## src/rtl/or_arbiter.sv

```systemverilog
// Shared bitwise-OR unit arbitrated among N_REQ requesters (IDLE -> CALC -> DONE).
// Define OR_ARB_FIXED_PRIO_EN for lowest-index-wins; round-robin otherwise.
module or_arbiter #(
  parameter int N_REQ  = 4,
  parameter int DATA_W = 8
) (
  input  logic                     clk,
  input  logic                     rst,
  input  logic [N_REQ-1:0]         req,
  input  logic [N_REQ*DATA_W-1:0]  a_flat,
  input  logic [N_REQ*DATA_W-1:0]  b_flat,
  output logic [N_REQ-1:0]         gnt,
  output logic [DATA_W-1:0]        res,
  output logic [$clog2(N_REQ)-1:0] res_id,
  output logic                     res_valid,
  input  logic                     res_ack,
  output logic                     busy,
  output logic [1:0]               dbg_state
);
  localparam int ID_W = $clog2(N_REQ);

  typedef enum logic [1:0] {
    IDLE = 2'd0,
    CALC = 2'd1,
    DONE = 2'd2
  } state_t;

  state_t            state;
  logic              found;
  logic [ID_W-1:0]   winner;
  logic [ID_W-1:0]   cur_id;
  logic [N_REQ-1:0]  onehot;
  logic [DATA_W-1:0] a_sel;
  logic [DATA_W-1:0] b_sel;
  logic [DATA_W-1:0] lat_a;
  logic [DATA_W-1:0] lat_b;

`ifdef OR_ARB_FIXED_PRIO_EN
  always_comb begin
    found  = 1'b0;
    winner = '0;
    for (int k = N_REQ - 1; k >= 0; k--) begin
      if (req[k]) begin
        found  = 1'b1;
        winner = ID_W'(k);
      end
    end
  end
`else
  logic [ID_W-1:0] last_winner;
  logic [ID_W-1:0] cand;

  function automatic logic [ID_W-1:0] wrap_inc(input logic [ID_W-1:0] v);
    return (v == ID_W'(N_REQ - 1)) ? '0 : v + ID_W'(1);
  endfunction

  // Scan starts just after the previous winner and wraps through index 0.
  always_comb begin
    found  = 1'b0;
    winner = '0;
    cand   = wrap_inc(last_winner);
    for (int k = 0; k < N_REQ; k++) begin
      if (!found && req[cand]) begin
        found  = 1'b1;
        winner = cand;
      end
      cand = wrap_inc(cand);
    end
  end
`endif

  always_comb begin
    a_sel  = '0;
    b_sel  = '0;
    onehot = '0;
    for (int k = 0; k < N_REQ; k++) begin
      if (found && winner == ID_W'(k)) begin
        a_sel     = a_flat[k*DATA_W +: DATA_W];
        b_sel     = b_flat[k*DATA_W +: DATA_W];
        onehot[k] = 1'b1;
      end
    end
  end

  // Result handshake: res/res_id are valid while res_valid=1; the transfer
  // happens on a rising edge with res_valid=1 and res_ack=1 (ack ignored otherwise).
  always_ff @(posedge clk) begin
    if (rst) begin
      state     <= IDLE;
      gnt       <= '0;
      res       <= '0;
      res_id    <= '0;
      res_valid <= 1'b0;
      lat_a     <= '0;
      lat_b     <= '0;
      cur_id    <= '0;
`ifndef OR_ARB_FIXED_PRIO_EN
      last_winner <= ID_W'(N_REQ - 1);
`endif
    end else begin
      gnt <= '0;
      case (state)
        IDLE: begin
          if (found) begin
            gnt    <= onehot;
            lat_a  <= a_sel;
            lat_b  <= b_sel;
            cur_id <= winner;
`ifndef OR_ARB_FIXED_PRIO_EN
            last_winner <= winner;
`endif
            state  <= CALC;
          end
        end
        CALC: begin
          res       <= lat_a | lat_b;
          res_id    <= cur_id;
          res_valid <= 1'b1;
          state     <= DONE;
        end
        DONE: begin
          if (res_ack) begin
            res_valid <= 1'b0;
            state     <= IDLE;
          end
        end
        default: state <= IDLE;
      endcase
    end
  end

  assign busy      = (state != IDLE);
  assign dbg_state = state;

endmodule

```

## config.mk

```make
export PLATFORM = sky130hd
export DESIGN_NAME = or_arbiter
export DESIGN_NICKNAME = d
export VERILOG_FILES = /design/src/rtl/or_arbiter.sv
export SDC_FILE = /design/constraint.sdc
export NUM_CORES = 1
export LEC_CHECK = 0
export ABC_AREA = 1
export BUFFER_PORTS_ARGS = -buffer_cell sky130_fd_sc_hd__buf_2
export CAP_MARGIN = 15
export CELL_PAD_IN_SITES_DETAIL_PLACEMENT = 1
export CELL_PAD_IN_SITES_GLOBAL_PLACEMENT = 1
export CORE_ASPECT_RATIO = 0.8
export CORE_UTILIZATION = 29
export DETAILED_ROUTE_END_ITERATION = 8
export PLACE_DENSITY_LB_ADDON = 0.08
export SLEW_MARGIN = 20
export SYNTH_ARGS = -nofsm -noshare
export SYNTH_HDL_FRONTEND = slang
export SYNTH_SLANG_ARGS = --single-unit
```

## constraint.sdc

```tcl
create_clock -name clk -period 2.1 [get_ports clk]
set_input_delay 0.315 -clock clk [delete_from_list [all_inputs] [get_ports clk]]
set_output_delay 0.315 -clock clk [all_outputs]
set_load 0.03 [all_outputs]
```

==> impl_metrics.json, run 1 <==
{
  "crit_path_cell_trace": "ha_4, inv_6, nand2_4, nand2_4, nand2_4, nand2_4, nand3b_1, nand2_2, nor2_4, buf_12, clkbuf_16, o21bai_1, nand3_2, nand2_1, a21oi_1",
  "fin_nets": 510,
  "wl_per_cell_um": 15.25,
  "ff2ff_path_depth": 15,
  "core-area_mm2": 0.007392,
  "grtUsageMet3_pct": 4.265,
  "yosysWarnings": 0,
  "crit_required_ps": 2250,
  "hold_path.class": "input pin to flip-flop",
  "violations": "negative setup slack",
  "insertion_delay_ps": 290,
  "drtAntennaViolNets": 0,
  "final.min_clock_period_ps": 2147,
  "critPathKind": "flip-flop to flip-flop",
  "ios": 89,
  "grt_pass1_vias": 2544,
  "grt-busiest-layer": "met2",
  "num_antenna_cells": 0,
  "path_buf_inv": 3,
  "cts-htree-levels": 2,
  "status": "finished, violations left",
  "ys_ff_latch": 37,
  "port_buffers": 88,
  "vias": 2646,
  "grt_max_degree": 36,
  "synthFlopType": "dfxtp_1",
  "synth_edf_count": 0,
  "ys_async_sr_fraction_pct": 0,
  "drt-total-wl_um": 8282,
  "cap_viol_max_count": 0,
  "fin_area_mm2": 0.003336,
  "rsz0062_at_grt": "yes",
  "min_to": "res_valid$_SDFFE_PP0P_",
  "post-dp-hpwl_um": 5776,
  "grtUsageMet1_pct": 24.08,
  "num_rows": 28,
  "fin_tns_setup_ps": -242.2,
  "cp_common_cell": "nand2_4",
  "cpLargestDelayFamily": "simple AND/OR/NAND/NOR gates",
  "gr-usage-all-layers_pct": 20.29,
  "cts.sinks": 37,
  "cts_max_path_buffers": 2,
  "cp-end-kind": "flip-flop",
  "syn_nets": 408,
  "dpl_cell_area_mm2": 0.002816,
  "cts_tree": "yes",
  "drc_errors": 0,
  "drive_above_1_share_pct": 42.24,
  "rr_startpoint": "last_winner[0]$_SDFFE_PP1P_",
  "slowest_stage": "dfxtp_2",
  "reg2reg_slack_ps": -50,
  "dr.pass1.iters": 4,
  "whs_ps": 219.7,
  "synth_cell_type_count": 27,
  "avgViaCountPerCell": 4.873,
  "areaGrowthSynthToFinish_pct": 51.05,
  "nFillCells": 958,
  "die_h_um": 80.05,
  "timing.rr.end": "lat_b[5]$_SDFFE_PP0P_",
  "gr-total-overflow": 0,
  "hold_path_depth": 2,
  "skew_ps": 5.232,
  "cp_max_fo": 9,
  "start_kind": "flip-flop",
  "start_util_pct": 29.87,
  "worst_slew_pin_slew_ps": 521.5,
  "fmax_ghz": 0.4657,
  "slew_violations": 0,
  "post-route-period-util_pct": 102.3,
  "slew_headroom_pct": 65.23,
  "drtIter0Drc": 85,
  "hold_start": "res_ack",
  "gp_congestion": 0.7868,
  "cp.arrival_ps": 2300,
  "layout_common_cells": "buf_2 (88), nand2_1 (57), dfxtp_1 (35)",
  "setup_slack_ps": -47.50,
  "final_util_pct": 45.13,
  "root_buffer": "clkbuf_8",
  "critPathMaxStageDelay_ps": 340,
  "hold_viol": 0,
  "synth_cells": 336,
  "clkTransAtPathRegs_ps": 70,
  "antenna_found_initial": 0,
  "ys_seq_area_share_pct": 33.54,
  "synth_area_per_cell_um2": 6.573,
  "die-area_mm2": 0.007970,
  "layout_commonest_cell": "buf_2",
  "use_met2_pct": 37.85,
  "setup_viol": 10,
  "netlist_area_mm2": 0.002208,
  "cts_buffers": 5,
  "die_w_um": 99.57,
  "grt_pass1_wl_um": 12390
}
how the worst max path moves through the flow:
stage | from | endpoint | depth (start not counted)
after floorplan | last_winner[0]$_SDFFE_PP1P_ | lat_b[5]$_SDFFE_PP0P_ | 14
after global placement | last_winner[0]$_SDFFE_PP1P_ | lat_a[5]$_SDFFE_PP0P_ | 13
after detailed placement | last_winner[0]$_SDFFE_PP1P_ | lat_a[5]$_SDFFE_PP0P_ | 14
after CTS | last_winner[0]$_SDFFE_PP1P_ | lat_b[6]$_SDFFE_PP0P_ | 16
after global routing | last_winner[0]$_SDFFE_PP1P_ | lat_a[1]$_SDFFE_PP0P_ | 16
final | last_winner[0]$_SDFFE_PP1P_ | lat_b[5]$_SDFFE_PP0P_ | 15
routing by layer:
| layer | routed length, um | vias to the layer above |
|---|---|---|
| li1 | - | 1325 |
| met1 | 3479 | 1261 |
| met2 | 4388 | 54 |
| met3 | 353 | 6 |
| met4 | 59 | 0 |
| met5 | 0 | - |
worst reg2reg max path, stage by stage, from the launching register on:
cell and delay (ps):
dfxtp_2 340, ha_4 330, inv_6 70, nand2_4 80
nand2_4 60, nand2_4 60, nand2_4 70, nand3b_1 120
nand2_2 80, nor2_4 130, buf_12 160, clkbuf_16 150
o21bai_1 120, nand3_2 100, nand2_1 70, a21oi_1 50
sequential cells by signal, summed over array words and instances (netlist names):
name,cells
gnt,4
lat_a,8
res_id,2
res,8
res_valid,1
last_winner,2
cur_id,2
dbg_state,2
lat_b,8
per-stage QoR:
step	cells	worst slack, ps
2_1_floorplan	336	39.10
3_3_place_gp	525	-104.5
3_5_place_dp	525	-170.1
4_1_cts	536	-2.605
5_1_grt	543	-157.9
6_report	543	-47.50
synthesized netlist by cell type, drive strengths merged (6+ instances only):
cell type  instances  share of area, %
nand2             81                15
nand3             45                11
dfxtp             37                34
inv               35               5.9
o21ai             26               6.2
nor2              24               4.2
a21oi             20               4.5
nand4             18               5.4
o21bai            16               5.4
buf               13               3.6
nor3              10               2.3
clkbuf             6               1.0
cell families (layout without fill, tap and decap cells):
logic type | Yosys count | count (layout) | synth area share [%]
compound gates | 64 | 64 | 16.88
fa+ha+maj | 1 | 1 | 0.5665
buf+inv | 55 | 157 | 10.71
flops | 37 | 37 | 33.54
simple gates | 179 | 179 | 38.30
layout make-up:
| type | count | area [um2] | area share, % |
|---|---|---|---|
| Multi-Input combinational cell | 244 | 1449 | 43.44 |
| Timing Repair Buffer | 114 | 775.7 | 23.26 |
| Sequential cell | 37 | 743.2 | 22.28 |
| Inverter | 36 | 150.1 | 4.501 |
| Tap cell | 105 | 131.4 | 3.938 |
| Clock buffer | 7 | 86.33 | 2.588 |
repair_timing:
action,CTS,global route
hold endpoints to repair,0,0
hold buffers,0,0
setup endpoints to repair,18,20
gates resized for setup,17,50
pin swaps,8,26
gates cloned,1,5
buffers inserted,3,3
Power of run 1 is not shown: default switching activity piles up to over one toggle a cycle in this logic, so the estimate is an artifact.
==> run 2, diff against run 1 <==
PLACE_DENSITY_LB_ADDON = 0.15   (was 0.08)
==> run 2 against run 1 <==
  * The flow still finishes with violations (negative setup slack)
  * Fmax hardly changed
  * Die area unchanged
  * Count of clock-buffer cells in the layout fell by 1
  * Register-to-register slack is essentially flat
  * Global-route usage rose by 0.15 points
  * Cell area rose by 0.86%
  * Hold slack worse by 3.5 ps
  * Critical endpoint is now lat_a[4]$_SDFFE_PP0P_
==> impl_metrics.json, run 2 (synthesized netlist as in run 1, its figures left out) <==
{
  "largestRegisters": "lat_a x8, lat_b x8, res x8",
  "start_util_pct": 29.87,
  "ios": 89,
  "num_rows": 28,
  "core-area_mm2": 0.007392,
  "gp_congestion": 0.8283,
  "grt_pass1_vias": 2730,
  "setup_viol": 7,
  "areaGrowthSynthToFinish_pct": 52.35,
  "gr-total-overflow": 0,
  "final_cells": 544,
  "drc_errors": 0,
  "ff2ff_path_depth": 15,
  "drt-total-wl_um": 8085,
  "hold_path.class": "input pin to flip-flop",
  "dp_worst_setup_slack_ps": -129.6,
  "hold_viol": 0,
  "fmax_ghz": 0.4656,
  "post-route-period-util_pct": 102.3,
  "nFillCells": 947,
  "cap_viol_max_count": 0,
  "post-dp-hpwl_um": 5616,
  "worst_slew_pin_slew_ps": 475.1,
  "dr.pass1.iters": 6,
  "insertion_delay_ps": 290,
  "dpl.cell_count": 525,
  "violations": "negative setup slack",
  "drtIter0Drc": 98,
  "cts_max_path_buffers": 2,
  "port_buffers": 88,
  "fin_nets": 510,
  "final_util_pct": 45.51,
  "cp_max_fo": 13,
  "gr-usage-all-layers_pct": 20.44,
  "grt_max_degree": 25,
  "skew_ps": 5.432,
  "rsz0062_at_grt": "yes",
  "status": "finished, violations left",
  "root_buffer": "clkbuf_8",
  "drtAntennaViolNets": 0,
  "final.min_clock_period_ps": 2148,
  "slew_headroom_pct": 68.33,
  "start_kind": "flip-flop",
  "wl_per_cell_um": 14.86,
  "setup_slack_ps": -47.81,
  "cts-htree-levels": 2,
  "critPathKind": "flip-flop to flip-flop",
  "die_w_um": 99.57,
  "vias": 2669,
  "layout_commonest_cell": "buf_2",
  "drive_above_1_share_pct": 43.05,
  "die-area_mm2": 0.007970,
  "critPathMaxStageDelay_ps": 360,
  "antenna_found_initial": 0,
  "layout_common_cells": "buf_2 (88), nand2_1 (60), dfxtp_1 (35)",
  "num_antenna_cells": 0,
  "die_h_um": 80.05,
  "hold_path_depth": 2,
  "slew_violations": 0,
  "cp-end-kind": "flip-flop",
  "clkTransAtPathRegs_ps": 80,
  "cts_buffers": 5,
  "cp_common_cell": "nand2_2",
  "slowest_stage": "dfxtp_4",
  "avgViaCountPerCell": 4.906,
  "cts_tree": "yes",
  "crit_path_cell_trace": "ha_4, inv_6, nand2_4, nand2_2, nand2_2, nand2_4, nand3b_1, nand2_2, nor2_4, buf_12, buf_12, o21bai_1, nand3_1, nand2_1, a21oi_2",
  "fin_tns_setup_ps": -129.9,
  "cp.arrival_ps": 2310,
  "crit_required_ps": 2270,
  "holdBufCountCts": 0,
  "cts.sinks": 37,
  "grt_pass1_wl_um": 12700
}
## run 2: cell count changes in the layout (fill, tap and decap cells not counted), moves of 3 or more
| cell | before | now |
|---|---|---|
| clkbuf_16 | 4 | 1 |
| nand2_1 | 57 | 60 |
| nand2_4 | 9 | 5 |
| o21bai_1 | 14 | 9 |
| o21bai_2 | 0 | 3 |
## run 2: metrics by stage
step / hold WS, ps / instance area (um2)
3_5_place_dp: 455.8 / 2816
5_1_grt: 225.6 / 3364
3_3_place_gp: 451.8 / 2816
2_1_floorplan: 393.5 / 2208
6_report: 216.3 / 3364
4_1_cts: 204.6 / 3100
## run 2: final timing paths
| path | start | end | slack (ps) |
|---|---|---|---|
| setup / recovery | last_winner[0]$_SDFFE_PP1P_ | lat_a[4]$_SDFFE_PP0P_ | -50 |
| hold / removal | res_ack | res_valid$_SDFFE_PP0P_ | 220 |
| setup reg to reg | last_winner[0]$_SDFFE_PP1P_ | lat_a[4]$_SDFFE_PP0P_ | -50 |
| hold reg to reg | cur_id[1]$_SDFFE_PP0P_ | cur_id[1]$_SDFFE_PP0P_ | 470 |
## run 2: final cells by class
type,count,area [um2],area share (%)
multi-input combinational,244,1465,43.55
timing repair buffer,114,749.5,22.28
sequential,37,745.7,22.16
inverter,36,152.6,4.537
tap,105,131.4,3.905
clock buffer,6,82.58,2.454
clock inverter,2,37.54,1.116
## run 2: timing repair
action	in CTS	in global routing
pin swaps	5	13
cloned	3	1
resized for setup	16	56
buffers inserted	3	5
setup endpoints to repair	17	20
## run 2: routing by layer
metal / up-vias / share of wire [%] / GRT usage (%)
li1: 1333 / - / -
met1: 1263 / 45 / 24.30
met2: 59 / 49 / 37.36
met3: 14 / 3.5 / 3.916
met4: 0 / 1.9 / 6.176
met5: - / 0 / 0
## run 2: critical path, delay by kind of cell (launching register included)
kind	cells	cell delay [ps]
AO/OA/AOI/OAI	2	160
buffers and inverters	3	320
flip-flops	1	360
AND/OR/NAND/NOR	9	870
adder cells (fa/ha/maj)	1	320
Power of run 2 is left out for the same reason.
